### src/rtl/bus_gate_if.sv
// Bus gate arbitration bundle: requests in, one-hot gates and status out.
interface bus_gate_if;
  logic [3:0] req;
  logic       gate_marmux;
  logic       gate_pc;
  logic       gate_alu;
  logic       gate_mdr;
  logic [1:0] bus_owner;
  logic       bus_busy;
  logic       forced_rel;

  modport master (
    output req,
    input  gate_marmux,
    input  gate_pc,
    input  gate_alu,
    input  gate_mdr,
    input  bus_owner,
    input  bus_busy,
    input  forced_rel
  );

  modport slave (
    input  req,
    output gate_marmux,
    output gate_pc,
    output gate_alu,
    output gate_mdr,
    output bus_owner,
    output bus_busy,
    output forced_rel
  );
endinterface

### src/rtl/bus_gate_arbiter.sv
// Round-robin bus gate arbiter with hold limit and turnaround gap.
module bus_gate_arbiter #(
  parameter int unsigned MAX_HOLD   = 8,
  parameter int unsigned TURNAROUND = 1
) (
  input logic       clk,
  input logic       rst_n,
  bus_gate_if.slave bus
);
  typedef enum logic [1:0] {IDLE, GRANT, TURN} state_t;

  localparam logic [7:0] HOLD_LIM = 8'(MAX_HOLD - 1);
  localparam logic [3:0] TURN_LIM = 4'(TURNAROUND - 1);
  localparam bit         HAS_TURN = (TURNAROUND != 0);

  state_t     state_q, state_d;
  logic [3:0] gates_q, gates_d;
  logic [1:0] owner_q, owner_d;
  logic       busy_q, busy_d;
  logic       forced_q, forced_d;
  logic [7:0] hold_q, hold_d;
  logic [3:0] turn_q, turn_d;
  logic [1:0] last_q, last_d;
  logic [2:0] pick;
  logic       arb;
  logic       others;

  // Lowest offset from last winner is applied last, so it wins.
  function automatic logic [2:0] rr_pick(
    input logic [3:0] r,
    input logic [1:0] last
  );
    logic [2:0] res;
    logic [1:0] idx;
    res = '0;
    for (int i = 4; i >= 1; i--) begin
      idx = last + 2'(i);
      if (r[idx]) res = {1'b1, idx};
    end
    return res;
  endfunction

  always_comb begin
    state_d  = state_q;
    owner_d  = owner_q;
    busy_d   = busy_q;
    forced_d = 1'b0;
    hold_d   = hold_q;
    turn_d   = turn_q;
    last_d   = last_q;
    arb      = 1'b0;
    pick     = rr_pick(bus.req, last_q);
    others   = |(bus.req & ~(4'b0001 << owner_q));
    unique case (state_q)
      IDLE: arb = 1'b1;
      GRANT: begin
        if (!bus.req[owner_q] ||
            (hold_q == HOLD_LIM && others)) begin
          busy_d   = 1'b0;
          forced_d = bus.req[owner_q];
          if (HAS_TURN) begin
            state_d = TURN;
            turn_d  = '0;
          end else begin
            arb = 1'b1;
          end
        end else if (hold_q != HOLD_LIM) begin
          hold_d = hold_q + 8'd1;
        end
      end
      TURN: begin
        if (turn_q == TURN_LIM) arb = 1'b1;
        else turn_d = turn_q + 4'd1;
      end
      default: state_d = IDLE;
    endcase
    if (arb) begin
      if (pick[2]) begin
        state_d = GRANT;
        owner_d = pick[1:0];
        last_d  = pick[1:0];
        busy_d  = 1'b1;
        hold_d  = '0;
      end else begin
        state_d = IDLE;
        busy_d  = 1'b0;
      end
    end
    gates_d = busy_d ? (4'b0001 << owner_d) : 4'b0000;
  end

  always_ff @(posedge clk or negedge rst_n) begin
    if (!rst_n) begin
      state_q  <= IDLE;
      gates_q  <= '0;
      owner_q  <= '0;
      busy_q   <= 1'b0;
      forced_q <= 1'b0;
      hold_q   <= '0;
      turn_q   <= '0;
      last_q   <= 2'd3;
    end else begin
      state_q  <= state_d;
      gates_q  <= gates_d;
      owner_q  <= owner_d;
      busy_q   <= busy_d;
      forced_q <= forced_d;
      hold_q   <= hold_d;
      turn_q   <= turn_d;
      last_q   <= last_d;
    end
  end

  assign bus.gate_marmux = gates_q[0];
  assign bus.gate_pc     = gates_q[1];
  assign bus.gate_alu    = gates_q[2];
  assign bus.gate_mdr    = gates_q[3];
  assign bus.bus_owner   = owner_q;
  assign bus.bus_busy    = busy_q;
  assign bus.forced_rel  = forced_q;
endmodule

### src/flat_wrapper.sv
// flat-port wrapper written by rule: the top's interface ports become plain ports
module bus_gate_arbiter_flat 
#(
  parameter int unsigned MAX_HOLD   = 8,
  parameter int unsigned TURNAROUND = 1
)
  (clk, rst_n, bus_req, bus_gate_marmux, bus_gate_pc, bus_gate_alu, bus_gate_mdr, bus_bus_owner, bus_bus_busy, bus_forced_rel);
  bus_gate_if bus_i ();
  input logic clk;
  input logic rst_n;
  input wire logic [$bits(bus_i.req)-1:0] bus_req;
  output wire logic [$bits(bus_i.gate_marmux)-1:0] bus_gate_marmux;
  output wire logic [$bits(bus_i.gate_pc)-1:0] bus_gate_pc;
  output wire logic [$bits(bus_i.gate_alu)-1:0] bus_gate_alu;
  output wire logic [$bits(bus_i.gate_mdr)-1:0] bus_gate_mdr;
  output wire logic [$bits(bus_i.bus_owner)-1:0] bus_bus_owner;
  output wire logic [$bits(bus_i.bus_busy)-1:0] bus_bus_busy;
  output wire logic [$bits(bus_i.forced_rel)-1:0] bus_forced_rel;
  assign bus_i.req = bus_req;
  assign bus_gate_marmux = bus_i.gate_marmux;
  assign bus_gate_pc = bus_i.gate_pc;
  assign bus_gate_alu = bus_i.gate_alu;
  assign bus_gate_mdr = bus_i.gate_mdr;
  assign bus_bus_owner = bus_i.bus_owner;
  assign bus_bus_busy = bus_i.bus_busy;
  assign bus_forced_rel = bus_i.forced_rel;
  bus_gate_arbiter #(.MAX_HOLD(MAX_HOLD), .TURNAROUND(TURNAROUND)) u_core (.clk(clk), .rst_n(rst_n), .bus(bus_i));
endmodule
### config.mk
export PLATFORM = sky130hd
export DESIGN_NAME = bus_gate_arbiter_flat
export DESIGN_NICKNAME = d
export VERILOG_FILES = /design/src/rtl/bus_gate_if.sv /design/src/rtl/bus_gate_arbiter.sv /design/src/flat_wrapper.sv
export SDC_FILE = /design/constraint.sdc
export NUM_CORES = 1
export LEC_CHECK = 0
export CORE_ASPECT_RATIO = 0.5
export CORE_UTILIZATION = 50
export CTS_CLUSTER_SIZE = 20
export DETAILED_ROUTE_END_ITERATION = 10
export PLACE_DENSITY_LB_ADDON = 0.15
export SYNTH_ARGS = -nofsm -noshare
export SYNTH_HDL_FRONTEND = slang
export SYNTH_SLANG_ARGS = --single-unit
### constraint.sdc
create_clock -name clk -period 2.32 [get_ports clk]
set_input_delay 0.464 -clock clk [delete_from_list [all_inputs] [get_ports clk]]
set_output_delay 0.464 -clock clk [all_outputs]
set_load 0.1 [all_outputs]
-- After elaboration in Yosys (flattened, before gate mapping)
Index checks and enable logic that the tools add are counted.
- shifts and indexed selects: 2
- equality and inequality tests: 8
- multiplexer cells: 37
- bitwise operators: 2
- reductions and logical operators: 11
- $add $sub $neg: 5
- order comparisons: 5
- operators with widths (operator ; number):
    2-to-1 mux 8 bit ; 5
    less-than comparator 2 x 3 -> 1 bit (second input constant) ; 5
    2-to-1 mux 1 bit ; 13
    2-to-1 mux 3 bit ; 4
    2-to-1 mux 4 bit ; 3
    binary-select mux 1 bit (select 2 bit) ; 5
    adder 8 x 1 -> 8 bit (second input constant) ; 1
    equality test 8 x 3 -> 1 bit (second input constant) ; 1
    2-to-1 mux 2 bit ; 4
    inequality test 8 x 3 -> 1 bit (second input constant) ; 1
    case mux 4 bit (2 select lines) ; 1
    left shift 1 x 2 -> 4 bit (first input constant) ; 2
    adder 2 bit (second input constant) ; 2
    adder 4 x 1 -> 4 bit (second input constant) ; 1
    bitwise AND 4 bit ; 1
    zero test 4 bit ; 1
    inequality test 2 x 1 -> 1 bit (second input constant) ; 2
    inverter 4 bit ; 1
    case mux 2 bit (2 select lines) ; 1
    AND reduction 2 bit ; 2
    OR reduction 4 bit ; 1
    inequality test 3 x 1 -> 1 bit (second input constant) ; 1
    AND reduction 3 bit ; 1
    adder 2 x 1 -> 2 bit (second input constant) ; 1
    other kinds (10) ; 10
- logic and storage cells: 78
- output and inout bits: 8
- register bits: 24
- bits of input ports: 6

-- Logic depth before layout (Yosys ltp)
Gate-level depths: netlist (run 1).
- word-level depth: 10
- depth in mapped cells: 8
- gate-level depth less buffers: 8

-- Least setup slack after synthesis (run 1)
Ideal clock, no wire load.
- path kind: flip-flop to flip-flop
- start point: register u_core.owner_q[1] (netlist: u_core.bus.bus_owner[1])
- end point: register u_core.turn_q[3]
- path buffers: 0
- stages on the path, launching flop included: 6
- arrival: 2.412 ns
- data required time: 2.210 ns
- setup slack: -0.203 ns
- clock period less this slack: 2.523 ns
- library setup time: 0.110 ns
- cell sequence: dfrtp_1 mux4_2 and2_1 o31ai_4 nand3_1 o41ai_1
- word-level cells in the longest chain between the ends: 8
- elaborated cells on any way between the ends: 11
- classes of those cells: eq/ne: 1; shift: 1; mux: 2; bitwise: 2; reduce/logical: 5
- RTL lines (item ; line ; text):
    from (decl) ; bus_gate_arbiter.sv:18 ; logic [1:0] owner_q, owner_d;
    from (signal assigned) ; bus_gate_arbiter.sv:105 ; owner_q <= owner_d;
    left shift 1 x 2 -> 4 bit ; bus_gate_arbiter.sv:53 ; others = |(bus.req & ~(4'b0001 << owner_q));
    inverter 4 bit ; bus_gate_arbiter.sv:53 ;
    bitwise AND 4 bit ; bus_gate_arbiter.sv:53 ;
    OR reduction 4 bit ; bus_gate_arbiter.sv:53 ;
    logical AND 1 bit ; bus_gate_arbiter.sv:58 ; (hold_q == HOLD_LIM && others)) begin
    logical OR 1 bit * ; bus_gate_arbiter.sv:57 ; if (!bus.req[owner_q] ||
    inequality test 2 x 1 -> 1 bit (no source line) * ; - ;
    AND reduction 3 bit (no source line) * ; - ;
    to (signal assigned) ; bus_gate_arbiter.sv:109 ; turn_q <= turn_d;
    to (decl) ; bus_gate_arbiter.sv:22 ; logic [3:0] turn_q, turn_d;
Every way passes the cells marked *; elsewhere a longest branch is shown, timed or not. The select of a mux whose other input is x is not followed.
A chain may end at the register's enable or synchronous reset.

-- Final worst setup path (run 1)
- start point: register u_core.hold_q[3]
- end point: register u_core.gates_q[2]
- word-level cells in the longest chain between the ends: 7
- RTL lines (item ; line ; text):
    from (decl) ; bus_gate_arbiter.sv:21 ; logic [7:0] hold_q, hold_d;
    from (signal assigned) ; bus_gate_arbiter.sv:108 ; hold_q <= hold_d;
    equality test 8 x 3 -> 1 bit ; bus_gate_arbiter.sv:58 ;
    logical AND 1 bit ; bus_gate_arbiter.sv:58 ;
    logical OR 1 bit ; bus_gate_arbiter.sv:57 ;
    2-to-1 mux 1 bit ; bus_gate_arbiter.sv:57 ;
    2-to-1 mux 1 bit ; bus_gate_arbiter.sv:54 ; unique case (state_q)
    2-to-1 mux 1 bit ; bus_gate_arbiter.sv:77 ; if (arb) begin
    2-to-1 mux 4 bit ; bus_gate_arbiter.sv:89 ; gates_d = busy_d ? (4'b0001 << owner_d) : 4'b0000;
    named net u_core.gates_d[2] ; bus_gate_arbiter.sv:17 ; logic [3:0] gates_q, gates_d;
    to (signal assigned) ; bus_gate_arbiter.sv:104 ; gates_q <= gates_d;
    to (decl) ; bus_gate_arbiter.sv:17 ;
The timed path passes the listed nets, and every way through them passes these cells.

==> results.toml, run 1 <==
[sta]
fin_crit_sh_pct = 98.2
fmax_mhz = 439
slew_headroom_pct = 78.9
setup_ws_ns = 0.0412
clock_skew_ns = 0.00309
setup_viol = 0
maxSlewViolCount = 0
rsz0062_at_grt = "true"
whs_ns = 0.513
min_period_ns = 2.28
tightest_slew_ns = 0.312
finalHoldViolCount = 0

[cts]
clock_sinks = 24
cts_buffers = 3
cts_buffer_depth = 2
cts-root-buf = "clkbuf_8"
clkTransAtPathRegs_ns = 0.08
clkLatencyLatePin_ns = 0.27
post_cts_buffers = 0
htreeDepth = 1
cts_tree = "built"

[layout]
fill_cells = 188
layout-drive-gt1-share_pct = 30.1
finalInstanceArea_um2 = 1760
antenna_cells = 0
layout.nets = 186
post-route-util_pct = 73.1
area.growth.synth_to_final_pct = 28.3

[pwr]
ir_worst_vdd_v = 0.00109
p_per_area_nw_per_um2 = 1350
cellLeakagePower_nw = 0.794
finalPower_mw = 2.37

[placed_design]
io_buffers = 13
dp_hpwl_mm = 2.14
place.gp.congestion = 0.829
postPlaceCellArea_um2 = 1690
pre_cts_ws_ns = -0.0933

[synth]
async_reset_ff_share_pct = 100
synthesis.nets = 146
synth-main-ff-cell = "dfrtp_1"
synth_area_um2 = 1370
synth_top_family_by_area = "simple AND/OR/NAND/NOR gates"
synth-seq-area-share_pct = 44.1
synth_fa_ha_area_share_pct = 5.48
synth_compound_area_share_pct = 18.4
synth_area_per_cell_um2 = 10.2
synth_area_leaders = "dfrtp_1, ha_1, dfstp_2"
synth_xor_xnor_area_share_pct = 3.20
synth.distinct_cells = 45
yosys-mux-area-fraction_pct = 4.57
synth-edff-count = 0
synth-simple-area-share_pct = 22.1
syn_inst = 134
yosysWarnings = 0
ys_ff_latch = 24
synth.top_cell.area_share_pct = 40.2
yosysTopAreaCell = "dfrtp_1"

[grt]
met2_usage_pct = 39.5
grt.met3_usage_pct = 6.12
track_usage_pct = 22.8
grt_max_degree = 25
overflow = 0
grt_pass1_wl_mm = 4.97
grt_pass1_vias = 1099
top_usage_layer = "met2"
antenna_found_initial = 0
use_met1_pct = 29.4

[critical_path]
cp_data_arrival_time_ns = 2.43
cpPeakStageDelay_ns = 0.57
end_kind = "flip-flop"
crit_slowest_cell = "or4_4"
path_delay_family = "simple AND/OR/NAND/NOR gates"
crit_top_cell = "or4_4"
cp-start-kind = "flip-flop"
worstPathMaxFanout = 5
crit_buf_inv = 0
cp.required_ns = 2.47
crit_type = "reg -> reg"
cp_cell_sequence = "or4_4 -> or3_4 -> or4_4 -> a41oi_4 -> nor3_1"

[floorplan]
fp.dieArea_um2 = 2960
pin_count = 14
core_area_um2 = 2400
rows = 12
start_util_pct = 57.0
die_x_um = 76.0
dieHeight_um = 39.0

[drt]
drtIter0Drc = 50
wl_per_cell_um = 13.6
ant_nets = 0
drtPass1Iterations = 4
vias = 1135
viasPerCell = 5.46
drcViolationCount = 0
wirelength_mm = 2.83

[hold_path]
hold_class = "reg -> reg"

[run_status]
status = "complete, no violations"

[flow_run]
maxCapViolations = 0
==> where the power goes <==
| group | internal (mW) | switching [mW] | leakage [nW] |
|---|---|---|---|
| clock | 0.123 | 0.130 | 0.0228 |
| sequential | 0.543 | 0.0961 | 0.312 |
| combinational | 0.585 | 0.897 | 0.459 |
==> flip-flops by register name (all words and copies together), names as in the netlist <==
signal                 cells
u_core.bus.bus_owner       2
u_core.bus.bus_busy        1
u_core.hold_q              8
u_core.bus.forced_rel      1
u_core.state_q             2
u_core.turn_q              4
u_core.gates_q             4
u_core.last_q              2
==> placed cells by master (no fill, tap or decap), types with 2 or more instances in the layout <==
master and instances:
or2_2 2, nand2b_1 2, a21boi_0 2, clkbuf_8 3, dfrtp_1 20, nor2_1 13, a21o_1 2, a21oi_1 6
ha_1 6, o31ai_1 2, xnor2_1 4, nor3b_1 2, buf_4 29, nand4_1 2, and2_1 2, clkdlybuf4s50_1 5
nor3_1 4, o21a_1 2, inv_1 8, nand3_1 3, o21ai_0 5, o211ai_1 2, or4_4 2, nand2_1 11
dfrtp_2 2, dfstp_2 2, mux2i_1 4
==> repair_timing <==
item	CTS	global route
hold buffers	0	0
resized for setup	1	3
gates cloned	0	0
pin swaps	1	2
setup endpoints to repair	5	8
==> worst register-to-register path, cell delays in order (launching register included) <==
cell	delay, ns
dfrtp_1	0.39
or4_4	0.54
or3_4	0.37
or4_4	0.57
a41oi_4	0.21
nor3_1	0.08
==> layout make-up <==
type                    instances  area (um2)  area share (%)
clock buffers                   4        45.0            2.56
multi-input cells             102         753            42.9
repair buffers                 35         279            15.9
well taps                      35        43.8            2.49
inverters                       8        30.0            1.71
flip-flops and latches         24         606            34.5
==> layer usage <==
| layer | vias up | routed length [um] | share of wire [%] |
|---|---|---|---|
| met5 | - | 0 | 0 |
| met4 | 0 | 0 | 0 |
| met3 | 0 | 136 | 4.8 |
| met2 | 24 | 1260 | 44 |
| met1 | 544 | 1440 | 51 |
| li1 | 567 | - | - |
==> final timing paths <==
| kind | from | to | slack [ns] | cells past startpoint |
|---|---|---|---|---|
| max | u_core.hold_q[3] | u_core.gates_q[2] | 0.04 | 5 |
| min | u_core.state_q[0] | u_core.state_q[0] | 0.51 | 1 |
| max reg2reg | u_core.hold_q[3] | u_core.gates_q[2] | 0.04 | 5 |
| min reg2reg | u_core.state_q[0] | u_core.state_q[0] | 0.51 | 1 |
| max in group asynchronous | rst_n | u_core.last_q[1] | 1.48 | 2 |
| min in group asynchronous | rst_n | u_core.gates_q[3] | 0.55 | 2 |
==> cell usage after synthesis (2+ instances only) <==
cell	n
o21a_1	2
or4_4	2
o21ai_0	5
dfstp_2	2
nand3_1	4
o31ai_1	2
mux2i_1	4
nand4_1	2
nor2_1	13
a21o_1	2
and2_1	2
a21boi_0	2
nor3b_1	2
or2_2	2
a21oi_1	6
inv_1	8
dfrtp_1	22
xnor2_1	4
ha_1	6
nand2_1	11
nand2b_1	2
nor3_1	5
o211ai_1	2
==> per-stage QoR <==
stage | instances | TNS [ns]
floorplan | 134 | 0
global placement | 204 | -0.125
detailed placement | 204 | -0.400
CTS | 208 | 0
global route | 208 | -0.0833
finish | 208 | 0
==> cell families after synthesis <==
logic type | Yosys count
buffers and inverters | 8
multiplexers | 5
AO/OA/AOI/OAI | 31
XOR/XNOR | 5
AND/OR/NAND/NOR | 55
adder cells (fa/ha/maj) | 6
flip-flops | 24
(Power assumes the default switching activity.)
==> run 2: changes to the inputs <==
- CTS_CLUSTER_SIZE: 20 -> not set
==> results of run 2 <==
Final layout, timing and power as in run 1 (identical DEF).
